`src/rtl/tts_pkg.sv`:
```
// Shared types and sizing helpers for the truth-table scanner.
// Holds the FSM state encoding plus the table and settle-counter width functions.
package tts_pkg;

    typedef enum logic [1:0] {
        IDLE   = 2'd0,
        WAIT   = 2'd1,
        SAMPLE = 2'd2,
        DONE   = 2'd3
    } state_e;

    function automatic int TBL_W(input int n_in);
        return 1 << n_in;
    endfunction

    function automatic int CNT_W(input int settle);
        return $clog2(settle) + 1;
    endfunction

endpackage

```
`src/rtl/truth_table_scanner_settle_counter.sv`:
```
// Settle-time counter: counts held cycles of the current vector.
// Ports: clk, rst_n, clear_i (restart at 0), enable_i (advance), expire_o (count == SETTLE-1).
module settle_counter
    import tts_pkg::*;
#(
    parameter int SETTLE = 2
) (
    input  logic clk,
    input  logic rst_n,
    input  logic clear_i,
    input  logic enable_i,
    output logic expire_o
);

    localparam int CW = CNT_W(SETTLE);
    localparam logic [CW-1:0] LAST = CW'(SETTLE - 1);

    logic [CW-1:0] cnt_q;
    logic [CW-1:0] cnt_d;

    always_comb begin
        cnt_d = cnt_q;
        if (clear_i) begin
            cnt_d = '0;
        end else if (enable_i) begin
            cnt_d = cnt_q + 1'b1;
        end
    end

    always_ff @(posedge clk or negedge rst_n) begin
        if (!rst_n) begin
            cnt_q <= '0;
        end else begin
            cnt_q <= cnt_d;
        end
    end

    assign expire_o = (cnt_q == LAST);

endmodule

```
`src/rtl/truth_table_scanner.sv`:
```
// Exhaustive truth-table scanner: walks dut_in through 0..2**N_IN-1, waits SETTLE
// cycles per vector, samples dut_out into table_o[k]. Ports: clk, rst_n, start,
// dut_in, dut_out, table_o (captured table), busy (scan active), done (1-cycle pulse).
module truth_table_scanner
    import tts_pkg::*;
#(
    parameter int N_IN   = 3,
    parameter int SETTLE = 2
) (
    input  logic                      clk,
    input  logic                      rst_n,
    input  logic                      start,
    output logic [N_IN-1:0]           dut_in,
    input  logic                      dut_out,
    output logic [TBL_W(N_IN)-1:0]    table_o,
    output logic                      busy,
    output logic                      done
);

    localparam int TW = TBL_W(N_IN);
    // idx is one bit wider than dut_in so the terminal compare never wraps
    localparam logic [N_IN:0] LAST_IDX = (N_IN + 1)'(TW - 1);

    state_e          state_q;
    state_e          state_d;
    logic [N_IN:0]   idx_q;
    logic [N_IN:0]   idx_d;
    logic [TW-1:0]   tbl_q;
    logic [TW-1:0]   tbl_d;
    logic            cnt_clr;
    logic            cnt_en;
    logic            expire;

    settle_counter #(
        .SETTLE (SETTLE)
    ) u_settle (
        .clk      (clk),
        .rst_n    (rst_n),
        .clear_i  (cnt_clr),
        .enable_i (cnt_en),
        .expire_o (expire)
    );

    always_comb begin
        state_d = state_q;
        idx_d   = idx_q;
        tbl_d   = tbl_q;
        cnt_clr = 1'b0;
        cnt_en  = 1'b0;
        unique case (state_q)
            IDLE: begin
                if (start) begin
                    tbl_d   = '0;
                    idx_d   = '0;
                    cnt_clr = 1'b1;
                    state_d = WAIT;
                end
            end
            WAIT: begin
                if (expire) begin
                    state_d = SAMPLE;
                end else begin
                    cnt_en = 1'b1;
                end
            end
            SAMPLE: begin
                // dut_out is captured untouched, X/Z included
                tbl_d[idx_q[N_IN-1:0]] = dut_out;
                if (idx_q == LAST_IDX) begin
                    state_d = DONE;
                end else begin
                    idx_d   = idx_q + 1'b1;
                    cnt_clr = 1'b1;
                    state_d = WAIT;
                end
            end
            DONE: begin
                state_d = IDLE;
            end
        endcase
    end

    always_ff @(posedge clk or negedge rst_n) begin
        if (!rst_n) begin
            state_q <= IDLE;
            idx_q   <= '0;
            tbl_q   <= '0;
        end else begin
            state_q <= state_d;
            idx_q   <= idx_d;
            tbl_q   <= tbl_d;
        end
    end

    // dut_in comes straight from the index register, so it is glitch-free
    assign dut_in  = idx_q[N_IN-1:0];
    assign table_o = tbl_q;
    assign busy    = (state_q != IDLE);
    assign done    = (state_q == DONE);

endmodule

```
`config.mk`:
```
export PLATFORM = sky130hd
export DESIGN_NAME = truth_table_scanner
export DESIGN_NICKNAME = d
export VERILOG_FILES = /design/src/rtl/tts_pkg.sv /design/src/rtl/truth_table_scanner_settle_counter.sv /design/src/rtl/truth_table_scanner.sv
export SDC_FILE = /design/constraint.sdc
export NUM_CORES = 1
export LEC_CHECK = 0
export CAP_MARGIN = 5
export CORE_AREA = 2 2 48 50
export DETAILED_ROUTE_END_ITERATION = 7
export DIE_AREA = 0 0 50 52
export PLACE_DENSITY = 0.75
export SLEW_MARGIN = 20
export SYNTH_ARGS = -nofsm -noshare
export SYNTH_HDL_FRONTEND = slang
export SYNTH_SLANG_ARGS = --single-unit
```
`constraint.sdc`:
```
create_clock -name clk -period 1.33 [get_ports clk]
set_input_delay 0.3325 -clock clk [delete_from_list [all_inputs] [get_ports clk]]
set_output_delay 0.3325 -clock clk [all_outputs]
set_load 0.005 [all_outputs]
```
After elaboration in Yosys (flattened, before gate mapping)
Index checks and enable logic that the tools add are counted.
{"block": "totals", "regBits": 16, "latch_bits": 0, "ram_bits": 0, "rom_bits": 0, "in_bits": 4, "out_inout_bits": 13, "mem_count": 0}
{"block": "classes", "n_addsub": 2, "mul": 0, "div_mod_pow": 0, "magnitude_cmp": 2, "n_eq_ne": 8, "n_shift": 0, "mux": 19, "bitwise_logic": 0, "reduce_logical": 8}
{"cell": "$pmux W8 S2", "n": 1}
{"cell": "$mux W2", "n": 5}
{"cell": "$bwmux W8", "n": 1}
{"cell": "$mux W4", "n": 2}
{"cell": "$mux W8", "n": 1}
{"cell": "$pmux W2 S4", "n": 1}
{"cell": "$pmux W4 S2", "n": 1}
{"cell": "$ne A2 B2 Y1 const B", "n": 3}
{"cell": "$reduce_bool A2 Y1", "n": 3}
{"cell": "$mux W1", "n": 5}
{"cell": "$add A4 B1 Y4 const B", "n": 1}
{"cell": "$eq A2 B1 Y1 const B", "n": 2}
{"cell": "$eq A2 B2 Y1 const B", "n": 2}
{"cell": "$eq A4 B3 Y1 const B", "n": 1}
{"cell": "$lt A3 B4 Y1 const B", "n": 1}
{"cell": "$reduce_and A2 Y1", "n": 2}
{"cell": "$demux W1 S3", "n": 1}
{"cell": "$ge A3 B1 Y1 const B", "n": 1}
{"cell": "$reduce_and A3 Y1", "n": 1}
{"cell": "$add A2 B1 Y2 const B", "n": 1}
{"cell": "$logic_not A2 Y1", "n": 1}
{"cell": "$pmux W1 S2", "n": 1}
{"cell": "$logic_and A1 B1 Y1", "n": 1}

Logic depth before layout (Yosys ltp)
{"block": "logic_depth", "word_depth": 6, "mapped_depth": 5, "ltp_nobuf": 5}

Cells and area by module
A second synthesis with hierarchy kept.
{"block": "unflattened", "hier_cells": 81, "area_unflattened_um2": 867.1}
{"module": "truth_table_scanner", "n_inst": 1, "cells_per_inst": 73, "area_each_um2": 777.0, "seq_area_each_um2": 350.3}
{"module": "settle_counter", "n_inst": 1, "cells_per_inst": 8, "area_each_um2": 90.1, "seq_area_each_um2": 50.0}

Worst setup path after synthesis
OpenSTA, ideal clock, no wires.
{"block": "synth_timing", "kind": "register to register", "start": "register idx_q[0]", "end": "register tbl_q[0] (netlist: table_o[0])", "setup_ps": 134, "arrival_ps": 1266, "required_ps": 1196, "path_slack_ps": -70, "stages_incl_launch_ff": 5, "synth_period_minus_slack_ps": 1400, "cell_sequence": "dfrtp_1 > or3b_1 > buf_6 > o311ai_4 > o41ai_2"}
{"block": "synth_via", "elab_chain_len": 6, "elab_cells_between_ends": 7, "classes_between": "order compare (2); mux (4); reduce/logical (1)"}
{"element": "from (decl)", "line_no": "truth_table_scanner.sv:26", "source": "logic [N_IN:0] idx_q;"}
{"element": "from (signal assigned)", "line_no": "truth_table_scanner.sv:90", "source": "idx_q <= idx_d;"}
{"element": "$lt A3 B4 Y1 (implied by the code) or $ge A3 B1 Y1 (tied branches)", "line_no": "truth_table_scanner.sv:68", "source": "tbl_d[idx_q[N_IN-1:0]] = dut_out;"}
{"element": "$logic_and A1 B1 Y1 (implied by the code)", "line_no": "truth_table_scanner.sv:68"}
{"element": "$mux W1 (implied by the code)", "line_no": "truth_table_scanner.sv:68"}
{"element": "$demux W1 S3 (*)", "line_no": "truth_table_scanner.sv:68"}
{"element": "$bwmux W8 (*)", "line_no": "truth_table_scanner.sv:68"}
{"element": "$pmux W8 S2 (*)", "line_no": "truth_table_scanner.sv:50", "source": "unique case (state_q)"}
{"element": "to (signal assigned)", "line_no": "truth_table_scanner.sv:91", "source": "tbl_q <= tbl_d;"}
{"element": "to (decl)", "line_no": "truth_table_scanner.sv:28", "source": "logic [TW-1:0] tbl_q;"}
Mark *: on every way between the ends. The rest lies on a longest branch, timed or not.
A chain may end at the register's enable or synchronous reset.

Worst setup path after layout
{"block": "layout_timing", "start": "register state_q[1]", "end": "register tbl_q[4] (netlist: table_o[4])"}
{"block": "layout_via", "elab_chain_len": 3, "elab_cells_between_ends": 6, "classes_between": "eq/ne (2); mux (1); reduce/logical (3)"}
{"element": "from (decl)", "line_no": "truth_table_scanner.sv:24", "source": "state_e state_q;"}
{"element": "from (signal assigned)", "line_no": "truth_table_scanner.sv:89", "source": "state_q <= state_d;"}
{"element": "$eq A2 B2 Y1 or $logic_not A2 Y1 (tied branches)", "line_no": "truth_table_scanner.sv:50"}
{"element": "$reduce_bool A2 Y1 (no source line) or $ne A2 B2 Y1 (tied branches)"}
{"element": "$reduce_and A2 Y1 (no source line)"}
Several ways; a longest one is shown, not always the timed one.

==> results by group <==
Yosys
  • Largest family of logic cells by synthesized area: compound AO/OA/AOI/OAI gates
  • Syn nets: 90
  • #FFs+latches synth: 16
  • Mux contribution to synthesized area: 0%
  • Synth cell types: 33
  • Mapped Area: 895 µm²
  • Syn_area_per_cell: 10.7 µm²
  • Synth Area in Simple Gates: 17.6%
  • Warnings, synthesis: 0
  • XOR/XNOR Fraction of Synth Area: 0%
  • Compound-Gate Fraction of Synth Area: 26.4%
  • Synth Instances: 84
  • Adder-cell share of the synthesized area: 2.80%
  • Post-synthesis sequential area ratio: 44.8%

Clock tree
  • CTS H-tree depth: 1
  • # clock sinks: 16
  • TritonCTS buffer count: 3
  • Deepest clock path buffer count: 2
  • Worst-skew pair later-pin latency: 0.28 ns
  • CTS root buf: clkbuf_4
  • Clk slew on worst S/H paths: approximately 0.10 ns
  • TritonCTS clock tree: built

Setup path
  • Crit path max fanout: 8
  • CP Launch Type: flip-flop
  • FF-to-FF Start: state_q[1]
  • Reg2Reg Depth: 5
  • Critical Path Sink Type: flip-flop
  • CP Data Required Time: 1.50 ns
  • Reg2reg end: table_o[4]
  • CP arrival: 1.68 ns
  • Setup CP Type: reg2reg
  • Reg2Reg Setup Slack: -0.17 ns

GRT
  • First-pass GRT wire length: ~3800 µm
  • Initial antenna violation count: 0
  • Gr usage total: about a fifth
  • Number of global-route vias before repair: 859
  • GRT overflow: 0
  • Largest net degree at the start of global routing: 17

STA
  • Final WS setup: -0.174 ns
  • Worst Hold Slack: 0.360 ns
  • Period utilization: 113%
  • Achievable Freq: between 600 and 700 MHz
  • Setup violators final: 17
  • Max Slew Vio Count: 0
  • Setup TNS: -1.92 ns
  • Hold Fails Final Rpt: 0
  • Slew @ Worst Pin: 0.293 ns
  • Post-route minimum period: 1.50 ns
  • Slew margin rel.: 80.2%
  • RSZ-0062 raised after global routing: yes
  • Setup Skew: 0.00258 ns

Finish
  • Commonest non-fill, non-tap cell in the layout: buf_4
  • Layout cells sized above 1: roughly half
  • Diodes inserted: 0
  • Area of the multi-input gates: 510 µm²
  • Sequential cell area: 402 µm²
  • Final core utilization: 67.7%
  • Layout Nets: 134
  • Most frequent cells in the layout: buf_4 (24), dfrtp_1 (15), dlygate4sd2_1 (10), buf_6 (10), o211ai_1 (9)
  • Fillers: between 150 and 200
  • P&R area growth vs syn: 59.3%

Power and ir drop
  • Max VDD drop: 0.00137 V
  • Leak pwr: 0.000698 µW
  • Pwr dens: 1850 mW/mm²

Die
  • Die width: 50 µm
  • Die H: 52 µm
  • Core Area: 0.00211 mm²
  • Row cnt: 17
  • Die area: about 0.0026 mm²
  • Initial cell density of the core: a little over two fifths
  • I/O pin cnt: 17

Routing
  • Pre-antenna DRT Iters: 4
  • Routed WL: 2300 µm
  • Antenna viol nets, final: 0
  • Via/cell ratio: 5.38
  • DR vias: 834
  • Iter 0 DRT Violations: 3
  • DRC: 0
  • WL/cell: ~15 µm

Run status
  • Status: finished, violations left
  • Failing checks: negative setup slack

Run
  • Max-cap violation count: 0

Hold path
  • Hold crit path type: in2async

Placed design
  • RePlAce Congestion: 0.760
  • IO Port Bufs: 16
  • Dpl hpwl: 1470 µm
registers in the layout, indices dropped and copies added, names as in the netlist:
signal and count:
table_o 8, u_settle.cnt_q 2, state_q 2, idx_q 4
cells in the mapped netlist, drive strengths merged:
| master | instances | area share (%) |
|---|---|---|
| and2 | 1 | 0.70 |
| clkbuf | 2 | 0.84 |
| o211a | 1 | 1.1 |
| nor2 | 2 | 0.84 |
| nand3 | 2 | 1.1 |
| nand2 | 6 | 2.5 |
| o211ai | 9 | 7.6 |
| nor3 | 1 | 0.56 |
| nor2b | 1 | 0.70 |
| or3b | 2 | 2.0 |
| and4 | 1 | 0.98 |
| ha | 2 | 2.8 |
| o21bai | 1 | 0.84 |
| a21oi | 4 | 2.2 |
| dfrtp | 16 | 45 |
| nand2b | 3 | 2.1 |
| a211oi | 1 | 0.84 |
| or2 | 1 | 0.70 |
| o311ai | 2 | 3.9 |
| buf | 8 | 6.3 |
| o21ai | 2 | 1.1 |
| nor3b | 1 | 1.4 |
| inv | 3 | 1.3 |
| o31ai | 6 | 5.0 |
| nand3b | 1 | 2.2 |
| o41ai | 3 | 3.8 |
| and3b | 1 | 0.98 |
| or2b | 1 | 0.84 |
power breakdown:
group          switching [µW]  leakage (µW)  total [µW]  internal [µW]
sequential               79.2      0.000215         680            601
clock                     164     0.0000210         331            166
combinational             701      0.000462        1620            922
per-layer routing:
| metal | up-vias | wire (µm) | global-route usage, % |
|---|---|---|---|
| met2 | 20 | 1290 | 35.7 |
| met5 | - | 0 | 0 |
| met1 | 412 | 908 | 21.2 |
| met4 | 0 | 36 | 9.72 |
| li1 | 398 | - | - |
| met3 | 4 | 58 | 2.87 |
area by class of cell:
type | count | area share (%)
repair buffers | 49 | 30.2
clock buffers | 4 | 2.55
multi-input cells | 55 | 35.8
well taps | 28 | 2.46
inverters | 3 | 0.790
flip-flops and latches | 16 | 28.2
repair_timing:
action,4_1_cts,5_1_grt
resized for setup,44,14
cloned,0,0
hold buffers,0,0
endpoints found under the setup margin,26,19
buffers inserted,17,4
pin swaps,13,8
per-stage QoR:
step / setup WS, ns / total power, µW / instances / area, µm²
6_report: -0.174 / 2630 / 155 / 1430
5_1_grt: -0.253 / 2810 / 155 / 1430
4_1_cts: -0.164 / 2390 / 151 / 1350
3_5_place_dp: -0.487 / 1680 / 130 / 1120
3_3_place_gp: -0.452 / 1620 / 130 / 1120
2_1_floorplan: -0.0474 / 1310 / 84 / 898
cells by family (layout without fill, tap and decap cells):
| family | count (synthesis) | in the layout |
|---|---|---|
| buffers and inverters | 13 | 56 |
| AND/OR/NAND/NOR | 24 | 24 |
| AO/OA/AOI/OAI | 29 | 29 |
| adder cells (fa/ha/maj) | 2 | 2 |
| flip-flops | 16 | 16 |
critical path, cell delays in order (launching register included):
cell,delay [ns]
dfrtp_1,0.38
buf_6,0.11
buf_6,0.10
or3b_4,0.45
o211ai_1,0.25
o31ai_2,0.10
worst max-delay path by stage:
stage / to / startpoint / slack (ns)
after floorplan: table_o[0] / idx_q[0] / -0.05
after global placement: table_o[1] / start / -0.45
after detailed placement: table_o[1] / start / -0.49
after CTS: table_o[4] / state_q[1] / -0.16
after global routing: table_o[0] / state_q[1] / -0.25
final: table_o[4] / state_q[1] / -0.17
(Power assumes the default switching activity.)
